`src/rtl/fpu_pkg.sv`:
```
// fpu_issue shared constants, flag indices and state encoding.
// Imported by fpu_classify and fpu_issue.
package fpu_pkg;
  localparam logic [31:0] FP_QNAN    = 32'h7FC00000;
  localparam logic [7:0]  FP_EXP_MAX = 8'hFF;

  localparam int FLG_BYPASS  = 0;
  localparam int FLG_INVALID = 1;
  localparam int FLG_TIMEOUT = 2;

  localparam logic [2:0] ST_IDLE      = 3'd0;
  localparam logic [2:0] ST_ISSUE     = 3'd1;
  localparam logic [2:0] ST_WAIT_ACK  = 3'd2;
  localparam logic [2:0] ST_WAIT_DONE = 3'd3;
  localparam logic [2:0] ST_RESP      = 3'd4;

  typedef enum logic [2:0] {
    IDLE      = ST_IDLE,
    ISSUE     = ST_ISSUE,
    WAIT_ACK  = ST_WAIT_ACK,
    WAIT_DONE = ST_WAIT_DONE,
    RESP      = ST_RESP
  } state_t;
endpackage

```
`src/rtl/fpu_classify.sv`:
```
// Combinational IEEE special-case classifier for add/sub requests.
// In: a, b, op. Out: is_bypass, invalid, bypass_result.
module fpu_classify
  import fpu_pkg::*;
(
  input  logic [31:0] a,
  input  logic [31:0] b,
  input  logic        op,
  output logic        is_bypass,
  output logic        invalid,
  output logic [31:0] bypass_result
);
  logic eb;
  logic a_max, b_max;
  logic a_nan, b_nan;
  logic a_inf, b_inf;
  logic a_zero, b_zero;

  assign eb     = b[31] ^ op;
  assign a_max  = (a[30:23] == FP_EXP_MAX);
  assign b_max  = (b[30:23] == FP_EXP_MAX);
  assign a_nan  = a_max && (a[22:0] != 23'd0);
  assign b_nan  = b_max && (b[22:0] != 23'd0);
  assign a_inf  = a_max && (a[22:0] == 23'd0);
  assign b_inf  = b_max && (b[22:0] == 23'd0);
  assign a_zero = (a[30:0] == 31'd0);
  assign b_zero = (b[30:0] == 31'd0);

  always_comb begin
    is_bypass     = 1'b1;
    invalid       = 1'b0;
    bypass_result = FP_QNAN;
    if (a_nan || b_nan) begin
      invalid = 1'b1;
    end else if (a_inf && b_inf && (a[31] != eb)) begin
      invalid = 1'b1;
    end else if (a_inf) begin
      bypass_result = a;
    end else if (b_inf) begin
      bypass_result = {eb, b[30:0]};
    end else if (a_zero && b_zero) begin
      // -0 only when both effective signs are negative
      bypass_result = {a[31] & eb, 31'd0};
    end else begin
      is_bypass = 1'b0;
    end
  end
endmodule

```
`src/rtl/fpu_issue.sv`:
```
// Request front-end for the fpu add/sub core: bypass, issue, timeout.
// Ports: in_* request, core_* core handshake, out_* response.
module fpu_issue
  import fpu_pkg::*;
#(
  parameter int TIMEOUT_CYCLES = 64,
  parameter int TW = $clog2(TIMEOUT_CYCLES + 1)
) (
  input  logic        clk,
  input  logic        rst_n,
  input  logic        in_valid,
  output logic        in_ready,
  input  logic        in_op,
  input  logic [31:0] in_a,
  input  logic [31:0] in_b,
  output logic        core_start,
  output logic        core_op,
  output logic [31:0] core_a,
  output logic [31:0] core_b,
  input  logic        core_ready,
  input  logic [31:0] core_c,
  output logic        out_valid,
  input  logic        out_ready,
  output logic [31:0] out_c,
  output logic [2:0]  out_flags
);
  state_t      state, state_d;
  logic [TW-1:0] cnt, cnt_d, cnt_inc;
  logic        tmo;
  logic        load_core;
  logic [31:0] out_d;
  logic [2:0]  flg_d;
  logic        is_bypass, invalid;
  logic [31:0] bypass_result;
  logic [2:0]  tmo_flags;

  fpu_classify u_cls (
    .a             (in_a),
    .b             (in_b),
    .op            (in_op),
    .is_bypass     (is_bypass),
    .invalid       (invalid),
    .bypass_result (bypass_result)
  );

  assign cnt_inc    = cnt + 1'b1;
  assign tmo        = (cnt_inc == TW'(TIMEOUT_CYCLES));
  assign in_ready   = (state == IDLE);
  assign out_valid  = (state == RESP);
  assign core_start = (state == ISSUE) || (state == WAIT_ACK);

  always_comb begin
    tmo_flags = '0;
    tmo_flags[FLG_TIMEOUT] = 1'b1;
  end

  always_comb begin
    state_d   = state;
    cnt_d     = cnt;
    load_core = 1'b0;
    out_d     = out_c;
    flg_d     = out_flags;
    unique case (state)
      IDLE: begin
        if (in_valid) begin
          if (is_bypass) begin
            out_d = bypass_result;
            flg_d = '0;
            flg_d[FLG_BYPASS]  = 1'b1;
            flg_d[FLG_INVALID] = invalid;
            state_d = RESP;
          end else begin
            load_core = 1'b1;
            cnt_d     = '0;
            state_d   = ISSUE;
          end
        end
      end
      ISSUE: begin
        cnt_d = cnt_inc;
        if (tmo) begin
          out_d   = FP_QNAN;
          flg_d   = tmo_flags;
          state_d = RESP;
        end else if (core_ready) begin
          state_d = WAIT_ACK;
        end
      end
      WAIT_ACK: begin
        cnt_d = cnt_inc;
        if (tmo) begin
          out_d   = FP_QNAN;
          flg_d   = tmo_flags;
          state_d = RESP;
        end else if (!core_ready) begin
          state_d = WAIT_DONE;
        end
      end
      WAIT_DONE: begin
        cnt_d = cnt_inc;
        // a result arriving on the timeout cycle still wins
        if (core_ready) begin
          out_d   = core_c;
          flg_d   = '0;
          state_d = RESP;
        end else if (tmo) begin
          out_d   = FP_QNAN;
          flg_d   = tmo_flags;
          state_d = RESP;
        end
      end
      RESP: begin
        if (out_ready) state_d = IDLE;
      end
      default: state_d = IDLE;
    endcase
  end

  always_ff @(posedge clk or negedge rst_n) begin
    if (!rst_n) begin
      state     <= IDLE;
      cnt       <= '0;
      out_c     <= '0;
      out_flags <= '0;
      core_a    <= '0;
      core_b    <= '0;
      core_op   <= 1'b0;
    end else begin
      state     <= state_d;
      cnt       <= cnt_d;
      out_c     <= out_d;
      out_flags <= flg_d;
      if (load_core) begin
        core_a  <= in_a;
        core_b  <= in_b;
        core_op <= in_op;
      end
    end
  end
endmodule
```
`config.mk`:
```
export PLATFORM = sky130hd
export DESIGN_NAME = fpu_issue
export DESIGN_NICKNAME = d
export VERILOG_FILES = /design/src/rtl/fpu_pkg.sv /design/src/rtl/fpu_classify.sv /design/src/rtl/fpu_issue.sv
export SDC_FILE = /design/constraint.sdc
export NUM_CORES = 1
export LEC_CHECK = 0
export CAP_MARGIN = 20
export CORE_MARGIN = 3
export CORE_UTILIZATION = 42
export CTS_CLUSTER_DIAMETER = 50
export DETAILED_ROUTE_END_ITERATION = 16
export GPL_TIMING_DRIVEN = 0
export PLACE_DENSITY = 0.82
export RECOVER_POWER = 50
export SETUP_SLACK_MARGIN = 0.15
export SLEW_MARGIN = 20
export SYNTH_ARGS = -nofsm -noshare
export SYNTH_HDL_FRONTEND = slang
export SYNTH_SLANG_ARGS = --single-unit
```
`constraint.sdc`:
```
create_clock -name clk -period 2.7 [get_ports clk]
set_input_delay 0.27 -clock clk [delete_from_list [all_inputs] [get_ports clk]]
set_output_delay 0.27 -clock clk [all_outputs]
set_load 0.1 [all_outputs]
```
==> results.json <==
{
  "synthCells": 353,
  "area_growth_pct": 53.1,
  "drt_iter0_drc": 173,
  "antenna_found_initial": 0,
  "grt_pass1_vias": 4320,
  "hold_path_class": "primary input to flip-flop",
  "syn_avg_cell_area_um2": 13.1,
  "place.gp.congestion": 0.850,
  "io_pins": 205,
  "path_depth": 9,
  "routedWlPerCell_um": 19.6,
  "dpl.hpwl_mm": 11.0,
  "end_kind": "flip-flop",
  "violations": "capacitance limit, slew limit",
  "critPathMaxFanout": 10,
  "grt.total_usage_pct": 23.1,
  "async_flop_share_pct": 100,
  "synthesis.nets": 457,
  "reg2reg_to": "state[2]$_DFFE_PN0P_",
  "yosys.area.top_type": "dfrtp_1",
  "crit_type": "primary input to flip-flop",
  "worst_skew_pair.late_latency_ps": 360,
  "slew_viol_final": 29,
  "rsz0062_at_grt": "true",
  "slew_headroom_pct": -1.35,
  "max_freq_mhz": 406,
  "viasPerCell": 5.51,
  "hold_violations": 0,
  "yosysSeqAreaShare_pct": 59.4,
  "synth_area_leaders": "dfrtp_1 59%, mux2_2 16%, a22o_1 4.5%, nor4_1 2.3%, nand2_1 1.7%",
  "clock_skew_ps": 8.99,
  "cap_violations": 1,
  "tightest_slew_ps": 1520,
  "synth-seq-cells": 110,
  "core_region_area_um2": 10500,
  "synth.distinct_cells": 44,
  "nFillCells": 809,
  "die_h_um": 111,
  "finalCritPeriodShare_pct": 91.3,
  "yosysTopAreaCellShare_pct": 59.4,
  "clk_path_buf_depth": 2,
  "drt-pass1-iter-count": 4,
  "r2r_setup_slack_ps": 320,
  "dieArea_um2": 12300,
  "htree_levels": 3,
  "clock_sinks": 110,
  "overflow": 0,
  "clkTransAtPathRegs_ps": 100,
  "start_util_pct": 44.1,
  "wl_mm": 14.0,
  "post-route-min-period_ps": 2470,
  "synth_flop_cell": "dfrtp_1",
  "min_from": "out_ready",
  "reg2regPathDepth": 7,
  "drive_gt1_share_pct": 18.1,
  "cp.required_ps": 2950,
  "num_vias": 3922,
  "ant_nets": 0,
  "finalSetupViolCount": 0,
  "path_cells": "clkdlybuf4s50_1 > nor4_1 > nand4_1 > nor4_4 > buf_4 > nor4_1 > buf_6 > buf_6 > mux2_2",
  "nets": 676,
  "cp-start-kind": "primary input",
  "regArea_um2": 2750,
  "cp.arrival_ps": 2710,
  "status": "finished with violations",
  "totalNegativeSetupSlack_ps": 0,
  "antenna_cells": 0,
  "grt_pass1_wl_mm": 22.9,
  "num_rows": 37,
  "synth-edff-count": 0,
  "crit_path_end": "core_b[12]$_DFFE_PN0P_",
  "synth_warnings": 0,
  "multi_input_area_um2": 1800,
  "io_buffer_count": 204,
  "cp_num_buf_inv": 4,
  "min_path_cells": 2,
  "grt_start_max_net_pins": 84,
  "cts_tree": "built",
  "cp_top_family": "simple AND/OR/NAND/NOR gates",
  "r2r_start": "state[1]$_DFFE_PN0P_",
  "critPathMaxStageDelay_ps": 550,
  "cp-startpoint": "in_a[2]",
  "crit_path_top_delay_cell": "nor4_1",
  "synth_area_um2": 4630,
  "fin_hold_ws_ps": 478,
  "drc_errors": 0,
  "die_w_um": 111,
  "cts_root_buffer": "clkbuf_8",
  "cts_buffers": 9,
  "fin_util_pct": 67.5
}
==> stage by stage <==
stage	setup WS [ps]	cell area [µm²]	instances
finish	234	7090	712
global route	129	7090	712
CTS	117	7090	710
detailed placement	-239	6880	694
global placement	-2780	6850	693
floorplan	506	4640	353
==> per-layer routing <==
| layer | vias to the layer above | wire length, µm | track usage (%) |
|---|---|---|---|
| met5 | - | 0 | 0 |
| met4 | 0 | 394 | 8.21 |
| met3 | 32 | 1290 | 7.97 |
| met2 | 188 | 7080 | 40.0 |
| met1 | 1944 | 5210 | 26.4 |
| li1 | 1758 | - | - |
==> kinds of logic after synthesis <==
kind of cell / Yosys count / synth area share (%)
and+or+nand+nor: 84 / 9.57
xor gates and xnor gates: 3 / 0.568
muxes: 67 / 16.2
buffers and inverters: 18 / 2.54
AOI/OAI and AO/OA: 69 / 11.1
DFF: 110 / 59.4
adders and majority gates: 2 / 0.540
==> flip-flops by register name, summed over array words and instances, names as in the netlist <==
signal     cells
state          3
core_b        32
out_flags      3
cnt            7
core_a        32
core_op        1
out_c         32
==> worst min-delay path by stage <==
stage / endpoint
after floorplan: cnt[0]$_DFFE_PN0P_
after global placement: out_c[23]$_DFFE_PN0P_
after detailed placement: core_b[13]$_DFFE_PN0P_
after CTS: core_b[18]$_DFFE_PN0P_
after global routing: out_c[21]$_DFFE_PN0P_
final: state[2]$_DFFE_PN0P_
==> area by class of cell <==
cell class	count	area share, %
plain buffers	16	1.55
flip-flops and latches	110	38.8
multi-input cells	225	25.3
clock buffers	10	1.80
clock inverters	5	0.953
well taps	136	2.40
repair buffers	208	29.1
inverters	2	0.106
==> worst reg2reg max path, cell delays in order (launching register included) <==
cell and delay, ps:
dfrtp_1 380, clkbuf_1 230, nor2_2 330, nor2_2 150, or3_1 410, o211ai_4 300, buf_2 320, o21ai_0 140
==> synthesized netlist by cell type, drive strengths merged, types with 3 or more instances <==
cell type	count
mux2	65
buf	10
a221o	3
nor3	9
nor4	18
clkbuf	6
a22o	24
a211o	3
o21ai	15
nor2	16
nand2	21
nand4	8
a21oi	10
dfrtp	110
==> cell usage in the layout (no fill, tap or decap), drive strengths merged, types with 3 or more instances in the layout <==
master	count
inv	4
nand4	8
nor3	9
nand2	21
o21ai	15
clkbuf	19
nor2	16
buf	13
a211o	3
nor4	18
a21oi	10
clkdlybuf4s50	153
mux2	65
a22o	24
dlygate4sd3	48
a221o	3
dfrtp	110
==> timing repair <==
action                                  CTS  global route
endpoints found under the setup margin   16            89
setup buffers                             0             2
hold buffers                              1             0
resized for setup                         5             8
pin swaps                                 0             1
endpoints found under the hold margin    27             0
Power is not shown: default switching activity piles up to over one toggle a cycle in this logic, so the estimate is an artifact.
